===== config.mk =====
export PLATFORM = sky130hd
export DESIGN_NAME = breath_ramp_gen
export DESIGN_NICKNAME = d
export VERILOG_FILES = /design/src/rtl/breath_ramp_gen.sv
export SDC_FILE = /design/constraint.sdc
export NUM_CORES = 1
export LEC_CHECK = 0
export BUFFER_PORTS_ARGS = -buffer_cell sky130_fd_sc_hd__buf_2
export CAP_MARGIN = 20
export CORE_MARGIN = 1.5
export CORE_UTILIZATION = 59
export DETAILED_ROUTE_END_ITERATION = 6
export HOLD_SLACK_MARGIN = 0.02
export PLACE_DENSITY_LB_ADDON = 0.3
export SLEW_MARGIN = 20
export SYNTH_ARGS = -nofsm -noshare
export SYNTH_HDL_FRONTEND = slang
export SYNTH_SLANG_ARGS = --single-unit

===== constraint.sdc =====
create_clock -name sclk -period 4.4 [get_ports sclk]
set_input_delay 0 -clock sclk [delete_from_list [all_inputs] [get_ports sclk]]
set_output_delay 0 -clock sclk [all_outputs]
set_load 0.03 [all_outputs]

===== src/rtl/breath_ramp_gen.sv =====
// breath_ramp_gen: "breathing LED" ramp controller feeding a downstream PWM generator.
// The compare value ramps up from PULSE_MIN to PERIOD and then back down. It can dwell at
// each end for HOLD_STEPS update intervals. Updates happen once every STEP_CLKS cycles.
//
// Ports:
//   sclk        in   system clock
//   rst         in   asynchronous reset, active high
//   en          in   run enable; low forces IDLE and clears all counters
//   pause       in   freezes tick counter, hold counter, state and pulse
//   period      out  constant PWM period (PERIOD)
//   pulse       out  PWM compare value, always within [PULSE_MIN, PERIOD]
//   state       out  state code: 0 IDLE, 1 RISE, 2 HOLD_HI, 3 FALL, 4 HOLD_LO
//   breath_done out  one-cycle strobe as each complete breath re-enters RISE
module breath_ramp_gen #(
   parameter int unsigned PERIOD     = 1000,
   parameter int unsigned PULSE_MIN  = 1,
   parameter int unsigned STEP       = 1,
   parameter int unsigned STEP_CLKS  = 50_000,
   parameter int unsigned HOLD_STEPS = 100
) (
   input  logic        sclk,
   input  logic        rst,
   input  logic        en,
   input  logic        pause,
   output logic [25:0] period,
   output logic [25:0] pulse,
   output logic [2:0]  state,
   output logic        breath_done
);

   localparam int unsigned TickW = (STEP_CLKS > 1) ? $clog2(STEP_CLKS) : 1;
   localparam int unsigned HoldW = (HOLD_STEPS > 1) ? $clog2(HOLD_STEPS) : 1;

   localparam logic [TickW-1:0]   TickMax   = TickW'(STEP_CLKS - 1);
   localparam logic [HoldW-1:0]   HoldMax   = HoldW'((HOLD_STEPS == 0) ? 0 : HOLD_STEPS - 1);
   localparam logic [25:0]        PeriodVal = 26'(PERIOD);
   localparam logic [25:0]        PulseMin  = 26'(PULSE_MIN);
   localparam logic [26:0]        StepU     = 27'(STEP);
   localparam logic signed [27:0] StepS     = 28'(STEP);

   typedef enum logic [2:0] {
      StIdle   = 3'd0,
      StRise   = 3'd1,
      StHoldHi = 3'd2,
      StFall   = 3'd3,
      StHoldLo = 3'd4
   } state_e;

   state_e             state_q, state_d;
   logic [TickW-1:0]   tick_cnt_q, tick_cnt_d;
   logic [HoldW-1:0]   hold_cnt_q, hold_cnt_d;
   logic [25:0]        pulse_q, pulse_d;
   logic               done_q, done_d;

   logic               tick;
   logic [26:0]        rise_sum;
   logic signed [27:0] fall_diff;
   logic [25:0]        rise_pulse;
   logic [25:0]        fall_pulse;

   // State register
   always_ff @(posedge sclk or posedge rst) begin
      if (rst) begin
         state_q    <= StIdle;
         tick_cnt_q <= '0;
         hold_cnt_q <= '0;
         pulse_q    <= PulseMin;
         done_q     <= 1'b0;
      end else begin
         state_q    <= state_d;
         tick_cnt_q <= tick_cnt_d;
         hold_cnt_q <= hold_cnt_d;
         pulse_q    <= pulse_d;
         done_q     <= done_d;
      end
   end

   // Next-state and datapath
   always_comb begin
      state_d    = state_q;
      tick_cnt_d = tick_cnt_q;
      hold_cnt_d = hold_cnt_q;
      pulse_d    = pulse_q;
      done_d     = 1'b0;

      tick       = (tick_cnt_q == TickMax);
      // Extra headroom bit on the way up and a sign bit on the way down make the
      // saturation compares safe for any STEP.
      rise_sum   = {1'b0, pulse_q} + StepU;
      fall_diff  = $signed({2'b00, pulse_q}) - StepS;
      rise_pulse = (rise_sum >= {1'b0, PeriodVal}) ? PeriodVal : rise_sum[25:0];
      fall_pulse = (fall_diff <= $signed({2'b00, PulseMin})) ? PulseMin : fall_diff[25:0];

      // Disable (and any illegal code) wins over pause.
      if (!en || (state_q > StHoldLo)) begin
         state_d    = StIdle;
         tick_cnt_d = '0;
         hold_cnt_d = '0;
         pulse_d    = PulseMin;
      end else if (!pause) begin
         if (state_q != StIdle) begin
            tick_cnt_d = tick ? '0 : tick_cnt_q + TickW'(1);
         end
         case (state_q)
            StIdle: begin
               state_d    = StRise;
               tick_cnt_d = '0;
               hold_cnt_d = '0;
               pulse_d    = PulseMin;
            end
            StRise: begin
               if (tick) begin
                  pulse_d = rise_pulse;
                  if (rise_pulse == PeriodVal) begin
                     state_d = (HOLD_STEPS == 0) ? StFall : StHoldHi;
                  end
               end
            end
            StHoldHi: begin
               if (tick) begin
                  if (hold_cnt_q == HoldMax) begin
                     hold_cnt_d = '0;
                     state_d    = StFall;
                  end else begin
                     hold_cnt_d = hold_cnt_q + HoldW'(1);
                  end
               end
            end
            StFall: begin
               if (tick) begin
                  pulse_d = fall_pulse;
                  if (fall_pulse == PulseMin) begin
                     if (HOLD_STEPS == 0) begin
                        state_d = StRise;
                        done_d  = 1'b1;
                     end else begin
                        state_d = StHoldLo;
                     end
                  end
               end
            end
            StHoldLo: begin
               if (tick) begin
                  if (hold_cnt_q == HoldMax) begin
                     hold_cnt_d = '0;
                     state_d    = StRise;
                     done_d     = 1'b1;
                  end else begin
                     hold_cnt_d = hold_cnt_q + HoldW'(1);
                  end
               end
            end
            default: ;
         endcase
      end
   end

   // Outputs
   always_comb begin
      period      = PeriodVal;
      pulse       = pulse_q;
      state       = state_q;
      breath_done = done_q;
   end

endmodule


==> results.md <==
* Routed vias at between 4,000 and 5,000
* Final Hold Fails at 0
* Pleak at about 0.002 uW
* Worst slew pin tran at 0.954 ns
* Reg-to-Reg Start: pulse[0]$_DFFE_PP1P_
* Fraction of layout cells with a size suffix above 1 at about 15%
* Worst-case vdd ir drop at between 0.2 and 0.25 mV
* Status: finished, final reports clean
* Area contributors post-synth: dfrtp_1 30%, buf_4 4.6%, nand2_1 4.0%
* H-tree Lvls at 2
* Synth Instances at about 540
* Global route overflow at 0
* Routed vias/inst at 6.58
* Fin nets at between 500 and 600
* First-pass GRT wire length at between 15,000 and 20,000 um
* Worst skew pair latency at 0.32 ns
* Worst Hold Class: input pin to asynchronous set/reset pin
* Root Buffer: clkbuf_8
* Cts bufs inserted at 5
* Final worst setup slack at around 0.74 ns
* Final Max Slew Viols at 0
* Worst Path Required at 4.59 ns
* Top Family by Delay on Critical Path: simple AND/OR/NAND/NOR gates
* Cell Area, Synth at around 4400 um^2
* Initial antenna violation count at 0
* Cell with the most instances after synthesis: dfrtp_1
* CP startpoint: pulse[0]$_DFFE_PP1P_
* Clock Sinks at 53
* Vias in the first global route at 3,774
* Synth area leader: dfrtp_1
* Area Overhead vs Synth at 6.70%
* Rows at 31
* Clock period minus worst slack at roughly 3.7 ns
* Pin count of the biggest net entering global routing at 34
* Top_reg_cell synth: dfrtp_1
* Placer Congestion at approximately 1.0
* Setup TNS at 0 ns
* Avg Inst Size Synth at a little over 8 um^2
* Slowest Stage Delay on Critical Path at between 0.6 and 0.7 ns
* All-layer global routing usage at between 30% and 40%
* Final wirelength at around 12,000 um
* Pwr/cell area at between 300 and 400 nW/um^2
* Post-DP Area at between 4000 and 5000 um^2
* Fin area at roughly 4700 um^2
* Die area at ~8000 um^2
* DRT Pass-1 Iters at 7
* Sequential element share of the synthesized area at a little under a third
* CP Class: flop to flop
* Synth async-reset ratio at between 90% and 100%
* Synth top cells by count: 52 x dfrtp_1, 47 x nand2_1, 44 x nor2_1
* DRT iter0 DRCs at 670
* TritonCTS clock tree: yes
* Die Width at around 90 um
* Crit path cell chain: inv_1, ha_1, buf_4, or2_2, a211o_1, o311ai_0, o211ai_1, nor4_4, nand4_4, nand3_2, o221ai_1
* Port buffer count at 33
* Number of enable flip-flop cells after synthesis at 0
* MaxCap Viol Count at 0
* Ys Warns at 0
* Top-Level Pins at 60
* Crit-path max FO at 18
* Placed wire-length estimate at 8740 um
* # setup viols final at 0
* Synth unique cells at 78
* Starting Density at roughly three fifths
* Slew margin rel. at a little over a third
* Clock buffer depth at 2
* Unrepaired setup endpoints after global routing: no
* Reg clk slew, reported paths at 0.11 ns
* Fillers at 648
* Slowest-stage cell, CP: dfstp_2
* Die H at ~89 um
* Achievable clock frequency at 0.273 GHz
* Worst Path Buf+Inv at 2
* Endpoint class of the critical path: flop
* Placement Setup Slack at 0.813 ns
* Core area at a little over 7000 um^2
* Startpoint Class: flop
* Drt wl/cell at around 18 um
* Final period util at roughly 83%
* Post-synth top area share at just under 30%
* Number of antenna diodes at 0
* Number of routed nets with antenna violations at 0
* CP arrival at roughly 3.9 ns
* Setup Skew at roughly 0.01 ns
* Post-route DRC at 0
* Synth Register Bits at 53
[placed cells by master (no fill, tap or decap), types with 5 or more instances in the layout]
| cell | count |
|---|---|
| a211o_1 | 5 |
| a21oi_1 | 17 |
| a31oi_1 | 12 |
| and3_1 | 7 |
| buf_2 | 33 |
| buf_4 | 18 |
| clkbuf_8 | 5 |
| conb_1 | 26 |
| dfrtp_1 | 52 |
| ha_1 | 5 |
| inv_1 | 17 |
| mux2i_1 | 6 |
| nand2_1 | 47 |
| nand2b_1 | 8 |
| nand3_1 | 33 |
| nand3b_1 | 7 |
| nand4_1 | 20 |
| nor2_1 | 44 |
| nor3_1 | 15 |
| nor4_1 | 10 |
| o211ai_1 | 11 |
| o21ai_0 | 28 |
| o22ai_1 | 6 |
| or2_2 | 5 |
| or3_1 | 12 |
| or4_1 | 9 |
| xnor2_1 | 11 |
| xor2_1 | 17 |
[logic make-up (layout without fill, tap and decap cells)]
group / count (synthesis) / in the layout / share of synthesized area, %
compound gates: 126 / 126 / 20.3
xor+xnor: 28 / 28 / 5.59
fa+ha+maj: 5 / 5 / 1.42
buf+inv: 78 / 80 / 9.52
flops: 53 / 53 / 30.2
mux: 6 / 6 / 1.37
other cells: 2 / 26 / 0.171
simple gates: 246 / 246 / 31.4
[layout make-up]
| class | instances | area (um^2) | share of cell area, % |
|---|---|---|---|
| clock buffer | 5 | 68.8 | 1.47 |
| clock inverter | 3 | 25.0 | 0.534 |
| inverter | 18 | 67.6 | 1.44 |
| multi-input combinational | 437 | 2740 | 58.5 |
| sequential | 53 | 1330 | 28.3 |
| tap | 99 | 124 | 2.64 |
| timing repair buffer | 54 | 330 | 7.05 |
[sequential cells by signal (all words and copies together), names as in the netlist]
register	flops
hold_cnt_q	7
breath_done	1
tick_cnt_q	16
pulse	26
state	3
[path summary, 6_finish.rpt]
kind | to | slack (ns) | cells past startpoint
worst min-delay path | pulse[1]$_DFFE_PP0P_ | 0.25 | 3
min in group sclk | breath_done$_DFF_PP0_ | 0.49 | 4
worst max register to register | pulse[2]$_DFFE_PP0P_ | 0.74 | 11
worst min register to register | hold_cnt_q[1]$_DFFE_PP0P_ | 0.52 | 2
max in group asynchronous | state[2]$_DFFE_PP0P_ | 3.33 | 4
worst max-delay path | pulse[2]$_DFFE_PP0P_ | 0.74 | 11
[layer usage]
layer / wire, um / up-vias / share of wire (%) / track usage, %
met3: 1330 / 48 / 11 / 7.57
met4: 441 / 0 / 3.7 / 13.3
li1: - / 2020 / - / -
met2: 5330 / 288 / 44 / 46.2
met5: 0 / - / 0 / 0
met1: 4950 / 2049 / 41 / 44.1
[report_power, final]
| group | internal [uW] | switching [uW] |
|---|---|---|
| Clock | 115 | 185 |
| Combinational | 341 | 655 |
| Sequential | 510 | 46.6 |
| Total | 966 | 887 |
[worst reg2reg max path: cells and delay by family, from the launching register on]
family	cells	cell delay, ns
AND/OR/NAND/NOR	4	1.45
adder cells (fa/ha/maj)	1	0.23
AO/OA/AOI/OAI	4	0.83
buffers and inverters	2	0.34
flip-flops	1	0.67
[repair_timing]
item / CTS / global route
setup buffers: 0 / 0
hold buffers: 3 / 0
hold endpoints to repair: 22 / 0
setup endpoints to repair: 0 / 0
gates resized for setup: 0 / 0
[through the flow]
step | total power [uW] | util (%) | hold WS (ns) | instances
6_report | 1850 | 64.9 | 0.247 | 669
5_1_grt | 1960 | 64.9 | 0.306 | 669
4_1_cts | 1830 | 64.9 | 0.248 | 669
3_5_place_dp | 1530 | 63.2 | 0.0526 | 658
3_3_place_gp | 1520 | 63.2 | 0.0436 | 658
2_1_floorplan | 1320 | - | 0.139 | 568
No activity file was read; power rests on OpenSTA's default activity.
